### src/rtl/fetch_queue_unit.sv
// Fetch stage: owns the PC, issues one sequential fetch per cycle, and queues returned
// instructions with their sequential PC for decode. Optional macro FETCH_NOP_FILL_EN.
module fetch_queue_unit #(
    parameter int              PC_W     = 32,
    parameter int              INST_W   = 32,
    parameter int              DEPTH    = 4,
    parameter logic [PC_W-1:0] RESET_PC = 32'h0040_0000,
    parameter logic [INST_W-1:0] NOP_INST = 32'h3400_0000
) (
    input  logic              clk,
    input  logic              reset,
    output logic              imem_req,
    output logic [PC_W-1:0]   imem_addr,
    input  logic [INST_W-1:0] imem_data,
    input  logic              redirect_valid,
    input  logic [PC_W-1:0]   redirect_pc,
    output logic              out_valid,
    input  logic              out_ready,
    output logic [INST_W-1:0] out_instr,
    output logic [PC_W-1:0]   out_pc_seq
);

    localparam int PTR_W = (DEPTH > 1) ? $clog2(DEPTH) : 1;
    localparam int CNT_W = $clog2(DEPTH + 1);
    localparam int OCC_W = CNT_W + 1;
    localparam logic [OCC_W-1:0] DEPTH_OCC = OCC_W'(DEPTH);

    logic [PC_W-1:0]   pc;
    logic [PC_W-1:0]   resp_pc_seq;
    logic              resp_pending;
    logic [PTR_W-1:0]  rd_ptr;
    logic [PTR_W-1:0]  wr_ptr;
    logic [CNT_W-1:0]  count;

    logic [INST_W-1:0] instr_mem [DEPTH];
    logic [PC_W-1:0]   pcseq_mem [DEPTH];

    logic              fifo_empty;
    logic              head_valid;
    logic              push;
    logic              pop;
    logic [OCC_W-1:0]  occupancy;

    assign fifo_empty = (count == '0);
    assign head_valid = ~fifo_empty & ~redirect_valid;
    assign pop        = head_valid & out_ready;
    assign push       = resp_pending & ~redirect_valid;

    // Credit covers queued entries plus the response still on its way back, so a
    // push can never land on a full FIFO.
    assign occupancy  = {1'b0, count} + OCC_W'(resp_pending) - OCC_W'(pop);
    assign imem_req   = reset & ~redirect_valid & (occupancy < DEPTH_OCC);
    assign imem_addr  = pc;

`ifdef FETCH_NOP_FILL_EN
    // Empty queue presents a bubble; accepting it does not pop anything.
    assign out_valid  = ~redirect_valid;
`else
    assign out_valid  = head_valid;
`endif

    assign out_instr  = fifo_empty ? NOP_INST : instr_mem[rd_ptr];
    assign out_pc_seq = fifo_empty ? '0       : pcseq_mem[rd_ptr];

    always_ff @(posedge clk or negedge reset) begin
        if (!reset) begin
            pc           <= RESET_PC;
            resp_pc_seq  <= '0;
            resp_pending <= 1'b0;
            rd_ptr       <= '0;
            wr_ptr       <= '0;
            count        <= '0;
        end else if (redirect_valid) begin
            pc           <= redirect_pc;
            resp_pending <= 1'b0;
            rd_ptr       <= '0;
            wr_ptr       <= '0;
            count        <= '0;
        end else begin
            resp_pending <= imem_req;
            if (imem_req) begin
                pc          <= pc + PC_W'(4);
                resp_pc_seq <= pc + PC_W'(4);
            end
            if (push) begin
                wr_ptr <= wr_ptr + PTR_W'(1);
            end
            if (pop) begin
                rd_ptr <= rd_ptr + PTR_W'(1);
            end
            case ({push, pop})
                2'b10:   count <= count + CNT_W'(1);
                2'b01:   count <= count - CNT_W'(1);
                default: count <= count;
            endcase
        end
    end

    always_ff @(posedge clk) begin
        if (push) begin
            instr_mem[wr_ptr] <= imem_data;
            pcseq_mem[wr_ptr] <= resp_pc_seq;
        end
    end

endmodule

### config.mk
export PLATFORM = sky130hd
export DESIGN_NAME = fetch_queue_unit
export DESIGN_NICKNAME = d
export VERILOG_FILES = /design/src/rtl/fetch_queue_unit.sv
export SDC_FILE = /design/constraint.sdc
export NUM_CORES = 1
export LEC_CHECK = 0
export ABC_AREA = 1
export BUFFER_PORTS_ARGS = -buffer_cell sky130_fd_sc_hd__buf_2
export CAP_MARGIN = 20
export CORE_MARGIN = 3
export CORE_UTILIZATION = 50
export DETAILED_ROUTE_END_ITERATION = 8
export GPL_ROUTABILITY_DRIVEN = 0
export PLACE_DENSITY = 0.77
export SYNTH_ARGS = -nofsm -noshare
export SYNTH_HDL_FRONTEND = slang
export SYNTH_SLANG_ARGS = --single-unit
export TNS_END_PERCENT = 50
### constraint.sdc
create_clock -name clk -period 9.2 [get_ports clk]
set_input_delay 0.46 -clock clk [delete_from_list [all_inputs] [get_ports clk]]
set_output_delay 0.46 -clock clk [all_outputs]
set_load 0.1 [all_outputs]
=== Word-level counts from Yosys, hierarchy flattened ===
Memory sizes are Yosys's and may differ from the RTL's.
Cells that the tools add are included.

* Add/sub/neg operators: 7
* Multiply operators: 0
* Divide/modulo/power cells: 0
* Order comparisons: 1
* Equality and inequality tests: 2
* Shift-type cells: 0
* Muxes and demuxes: 13
* Bitwise operators: 7
* Reduce and logical (&&, ||, !) cells: 6

{| class="wikitable"
|+ Operators with widths
! cell !! number
|-
| $mux 32 || 4
|-
| $add 32x3->32 const B || 1
|-
| $mux 2 || 4
|-
| $pmux 3 s2 || 1
|-
| $reduce_bool 2->1 || 3
|-
| $and 1x1->1 || 5
|-
| $add 2x1->2 const B || 2
|-
| $add 3x1->4 || 1
|-
| $lt 4x3->1 const B || 1
|-
| $sub 4x1->4 || 1
|-
| $add 3x1->3 const B || 1
|-
| $logic_not 3->1 || 1
|-
| $mux 1 || 3
|-
| $mux 3 || 1
|-
| $reduce_bool 3->1 || 1
|-
| $sub 3x1->3 const B || 1
|-
| $eq 2x1->1 const B || 1
|-
| $eq 2x2->1 const B || 1
|-
| $not 1->1 || 2
|-
| $reduce_and 2->1 || 1
|}

* Register bits after elaboration: 72
* Bits in latches: 0
* Bits in writable memories: 256
* Bits in read-only memories: 0
* Input bits: 68
* Output and inout bits: 98
* Memories: 2

{| class="wikitable"
|+ Memories
! memory !! words !! bits a word !! read ports !! clocked after Yosys merged registers in !! wr ports !! line !! text
|-
| instr_mem || 4 || 32 || 1 || 0 || 1 || 35 || <nowiki>logic [INST_W-1:0] instr_mem [DEPTH];</nowiki>
|-
| pcseq_mem || 4 || 32 || 1 || 0 || 1 || 36 || <nowiki>logic [PC_W-1:0] pcseq_mem [DEPTH];</nowiki>
|}

=== Longest topological paths before layout ===
* Depth in word-level cells: 9
* Depth in mapped cells: 18
* Mapped depth without buffers: 17

=== Worst setup path after synthesis ===
No wires, ideal clock.

* Path kind: register to output
* Start point: reg rd_ptr[0]
* End point: out out_instr[26]
* Arrival time: 4,398 ps
* Data required time: 8,740 ps
* Setup slack: 4,342 ps
* Stages on the path, launching flop included: 6
* Path through: dfrtp_1 inv_2 buf_2 clkbuf_1 nor2_1 o311ai_0

* Longest elaborated chain between the ends: 2

{| class="wikitable"
|+ RTL lines
! item !! line !! text
|-
| start: declaration || 31 || <nowiki>logic [PTR_W-1:0] rd_ptr;</nowiki>
|-
| start signal: assignment || 89 || <nowiki>rd_ptr <= rd_ptr + PTR_W'(1);</nowiki>
|-
| $mem_v2 4x32 || n/a ||
|-
| $mux 32 || 62 || <nowiki>assign out_instr = fifo_empty ? NOP_INST : instr_mem[rd_ptr];</nowiki>
|-
| end: declaration || 19 || <nowiki>output logic [INST_W-1:0] out_instr,</nowiki>
|}

Every way passes these cells.

=== Final worst setup path ===
* Start point: reg count[2]
* End point: out imem_req

* Longest elaborated chain between the ends: 7
* Elaborated cells between the ends (all ways): 8

{| class="wikitable"
|+ RTL lines
! item !! line !! text
|-
| start: declaration || 33 || <nowiki>logic [CNT_W-1:0] count;</nowiki>
|-
| start signal: assignment || 92 || <nowiki>2'b10: count <= count + CNT_W'(1);</nowiki>
|-
| start signal: assignment || 93 || <nowiki>2'b01: count <= count - CNT_W'(1);</nowiki>
|-
| start signal: assignment || 94 || <nowiki>default: count <= count;</nowiki>
|-
| $logic_not 3->1 || 44 || <nowiki>assign fifo_empty = (count == '0);</nowiki>
|-
| $not 1->1 || 45 || <nowiki>assign head_valid = ~fifo_empty & ~redirect_valid;</nowiki>
|-
| $and 1x1->1 || 45 ||
|-
| $and 1x1->1 || 46 || <nowiki>assign pop = head_valid & out_ready;</nowiki>
|-
| $sub 4x1->4 (*) || 51 || <nowiki>assign occupancy = {1'b0, count} + OCC_W'(resp_pending) - OCC_W'(pop);</nowiki>
|-
| $lt 4x3->1 (*) || 52 || <nowiki>assign imem_req = reset & ~redirect_valid & (occupancy < DEPTH_OCC);</nowiki>
|-
| $and 1x1->1 (*) || 52 ||
|-
| end: declaration || 12 || <nowiki>output logic imem_req,</nowiki>
|}

Mark *: on every way between the ends. The rest lies on a longest branch, timed or not.

==> flow_summary.ini <==
[worst_setup_path]
r2r-start = count[2]$_DFFE_PN0P_
worstReg2RegEnd = imem_addr[21]$_DFFE_PN0P_
cp.depth = 15
r2r_cells = 17
crit_path_end = imem_req
slowest_stage = buf_2
crit_chain = inv_1 -> nand3_1 -> nand3_1 -> inv_1 -> ha_1 -> inv_1 -> ha_1 -> nand2_1 -> inv_1 -> nand2_1 -> nand2_1 -> nand2_1 -> nand2_2 -> nor2_8 -> buf_2
path_max_fanout = 28
critical_path.startpoint = count[2]$_DFFE_PN0P_
cp-start-kind = flop
crit_type = flop to primary output
cp_top_family = simple AND/OR/NAND/NOR gates
critPathMaxStageDelay_ns = 0.51
critPathArrivalTime_ns = 3.54
required_ns = 8.74
end_kind = primary output
ff2ff_setup_slack_ns = 6.20
cp.buffers_inverters = 5

[synth]
synth_top_area_share_pct = 55.2
syn_nets = 1424
yosysMostFrequentCell = nor2_1
netlist_area_sq_mm = 0.0139
ys_ff_latch = 328
yosysSeqAreaShare_pct = 68.2
synth_area_per_cell_sq_um = 10.3
synth_common_cells = 308 x nor2_1, 284 x nand2_1, 256 x edfxtp_1
ys_async_sr_fraction_pct = 22.0
ys.warnings.count = 0
synth-edff-count = 256
synth_largest_area_cell = edfxtp_1
netlist_instances = 1347
synthTopCellsByArea = edfxtp_1 55%, dfrtp_1 13%, nor2_1 8.3%, nand2_1 7.7%, o21ai_0 5.3%
synth_ff_type = edfxtp_1
synthDistinctLibCells = 29

[drt]
wire_per_inst_microns = 17.0
drc = 0
viasPerCell = 5.35
vias = 10128
dr.pass1.iters = 7
postRouteAntennaNets = 0
drtIter0Drc = 1006
drt-total-wl_microns = 32300

[run]
cap_violations = 0

[sta]
max_freq_ghz = 0.250
finalHoldViolations = 0
worst_pin_slew_ns = 1.02
setup_tns_ns = 0
hold_ws_ns = 0.164
finalSetupViolations = 0
fin_crit_ns = 4.00
skew_ns = 0.00930
rsz0062_at_grt = no
slew_viol_final = 0
slew_headroom_pct = 32.1
fin_crit_sh_pct = 43.5

[global_routing]
grt_pass1_wl_microns = 51300
grt_max_degree = 112
grtUsageTotal_pct = 21.2
grt_antenna_before_repair = 0
overflow = 0
grt_pass1_vias = 9659

[pwr]
irDropWorstVdd_mv = 0.289
power_density_mw_per_mm2 = 358
finalPower_mw = 5.76
leakage_nw = 6.59

[clock_tree]
cts_buffer_depth = 3
cts_tree = yes
clock-root-buffer = clkbuf_16
cts_resized = 0
cts_made_buffers = 34
clk_latency_ns = 0.50
clock-sinks = 328
cts_setup_buffers = 0
postCtsHoldBufs = 0
h-tree-depth = 2
clk_pin_slew_ns = 0.06

[die]
fp.dieH_microns = 173
core-area_sq_mm = 0.0272
die-area_sq_mm = 0.0299
ios = 166
row_count = 60
die_w_microns = 173
start_util_pct = 51.2

[placement]
port_buffers = 165
dp_hpwl_microns = 19300

[final_layout]
drive_gt1_share_pct = 15.9
nets = 1572
area_delta_synth_final_pct = 15.8
insertedDiodeCount = 0

[hold_path]
min_path_type = input port to flop

[run_status]
status = finished, final reports clean
[routing by layer]
layer	global-route usage [%]	vias up	wire length (microns)
li1	-	4851	-
met1	30.2	4818	14100
met2	34.0	412	15100
met3	3.62	47	2440
met4	6.11	0	645
met5	0	-	0
[state kept, by name, summed over array words and instances, names as in the netlist]
signal and flops:
resp_pending 1, wr_ptr 2, pcseq_mem 128, imem_addr 32, resp_pc_seq 32, count 3
instr_mem 128, rd_ptr 2
[power by group]
group,internal [mW],switching (mW),leakage (nW)
registers,1.86,0.215,3.22
logic,0.369,2.02,2.84
clock network,0.760,0.541,0.524
total,2.99,2.78,6.59
[layout make-up]
type                    instances  area, sq um
clock buffers                  43          906
clock inverters                19          164
fillers                      2268        11100
inverters                      53          200
multi-input cells             901         3970
flip-flops and latches        328         9500
well taps                     372          465
repair buffers                177          916
[cells by family after synthesis]
logic type      share of synthesized area, %
xor+xnor                               0.566
flops                                   68.2
compound gates                          8.03
buf+inv                                 3.50
simple gates                            18.9
fa+ha+maj                              0.863
[cell usage in the layout, fill, tap and decap left out, types with 5 or more instances in the layout]
| cell | count |
|---|---|
| clkbuf_16 | 35 |
| nand2_1 | 284 |
| dfrtp_1 | 69 |
| nor2_4 | 5 |
| nor2_1 | 304 |
| ha_1 | 8 |
| clkinv_1 | 6 |
| buf_4 | 12 |
| nand3_1 | 56 |
| buf_2 | 165 |
| clkinv_2 | 8 |
| xor2_1 | 7 |
| o21ai_0 | 147 |
| nand3b_1 | 5 |
| clkbuf_1 | 8 |
| a21oi_1 | 66 |
| edfxtp_1 | 256 |
| inv_1 | 49 |
[per-stage QoR]
stage / instances / utilization, % / instance area, sq um / setup slack (ns)
6_report: 1893 / 59.3 / 16100 / 5.20
5_1_grt: 1893 / 59.3 / 16100 / 5.02
4_1_cts: 1893 / 59.3 / 16100 / 5.23
3_5_place_dp: 1831 / 55.4 / 15000 / 5.44
3_3_place_gp: 1831 / 55.4 / 15000 / 5.54
2_1_floorplan: 1347 / - / 13900 / 4.34
[worst min path at each step]
stage	start	endpoint	slack, ns	depth (start not counted)
after global placement	resp_pc_seq[29]$_DFFE_PN0P_	pcseq_mem[0][29]$_DFFE_PP_	0.50	0
after detailed placement	resp_pc_seq[15]$_DFFE_PN0P_	pcseq_mem[1][15]$_DFFE_PP_	0.51	0
after floorplan	reset	count[0]$_DFFE_PN0P_	0.16	0
final	imem_data[23]	instr_mem[1][23]$_DFFE_PP_	0.16	1
after global routing	imem_data[27]	instr_mem[3][27]$_DFFE_PP_	0.15	1
after CTS	imem_data[30]	instr_mem[2][30]$_DFFE_PP_	0.14	1
(Power assumes the default switching activity.)
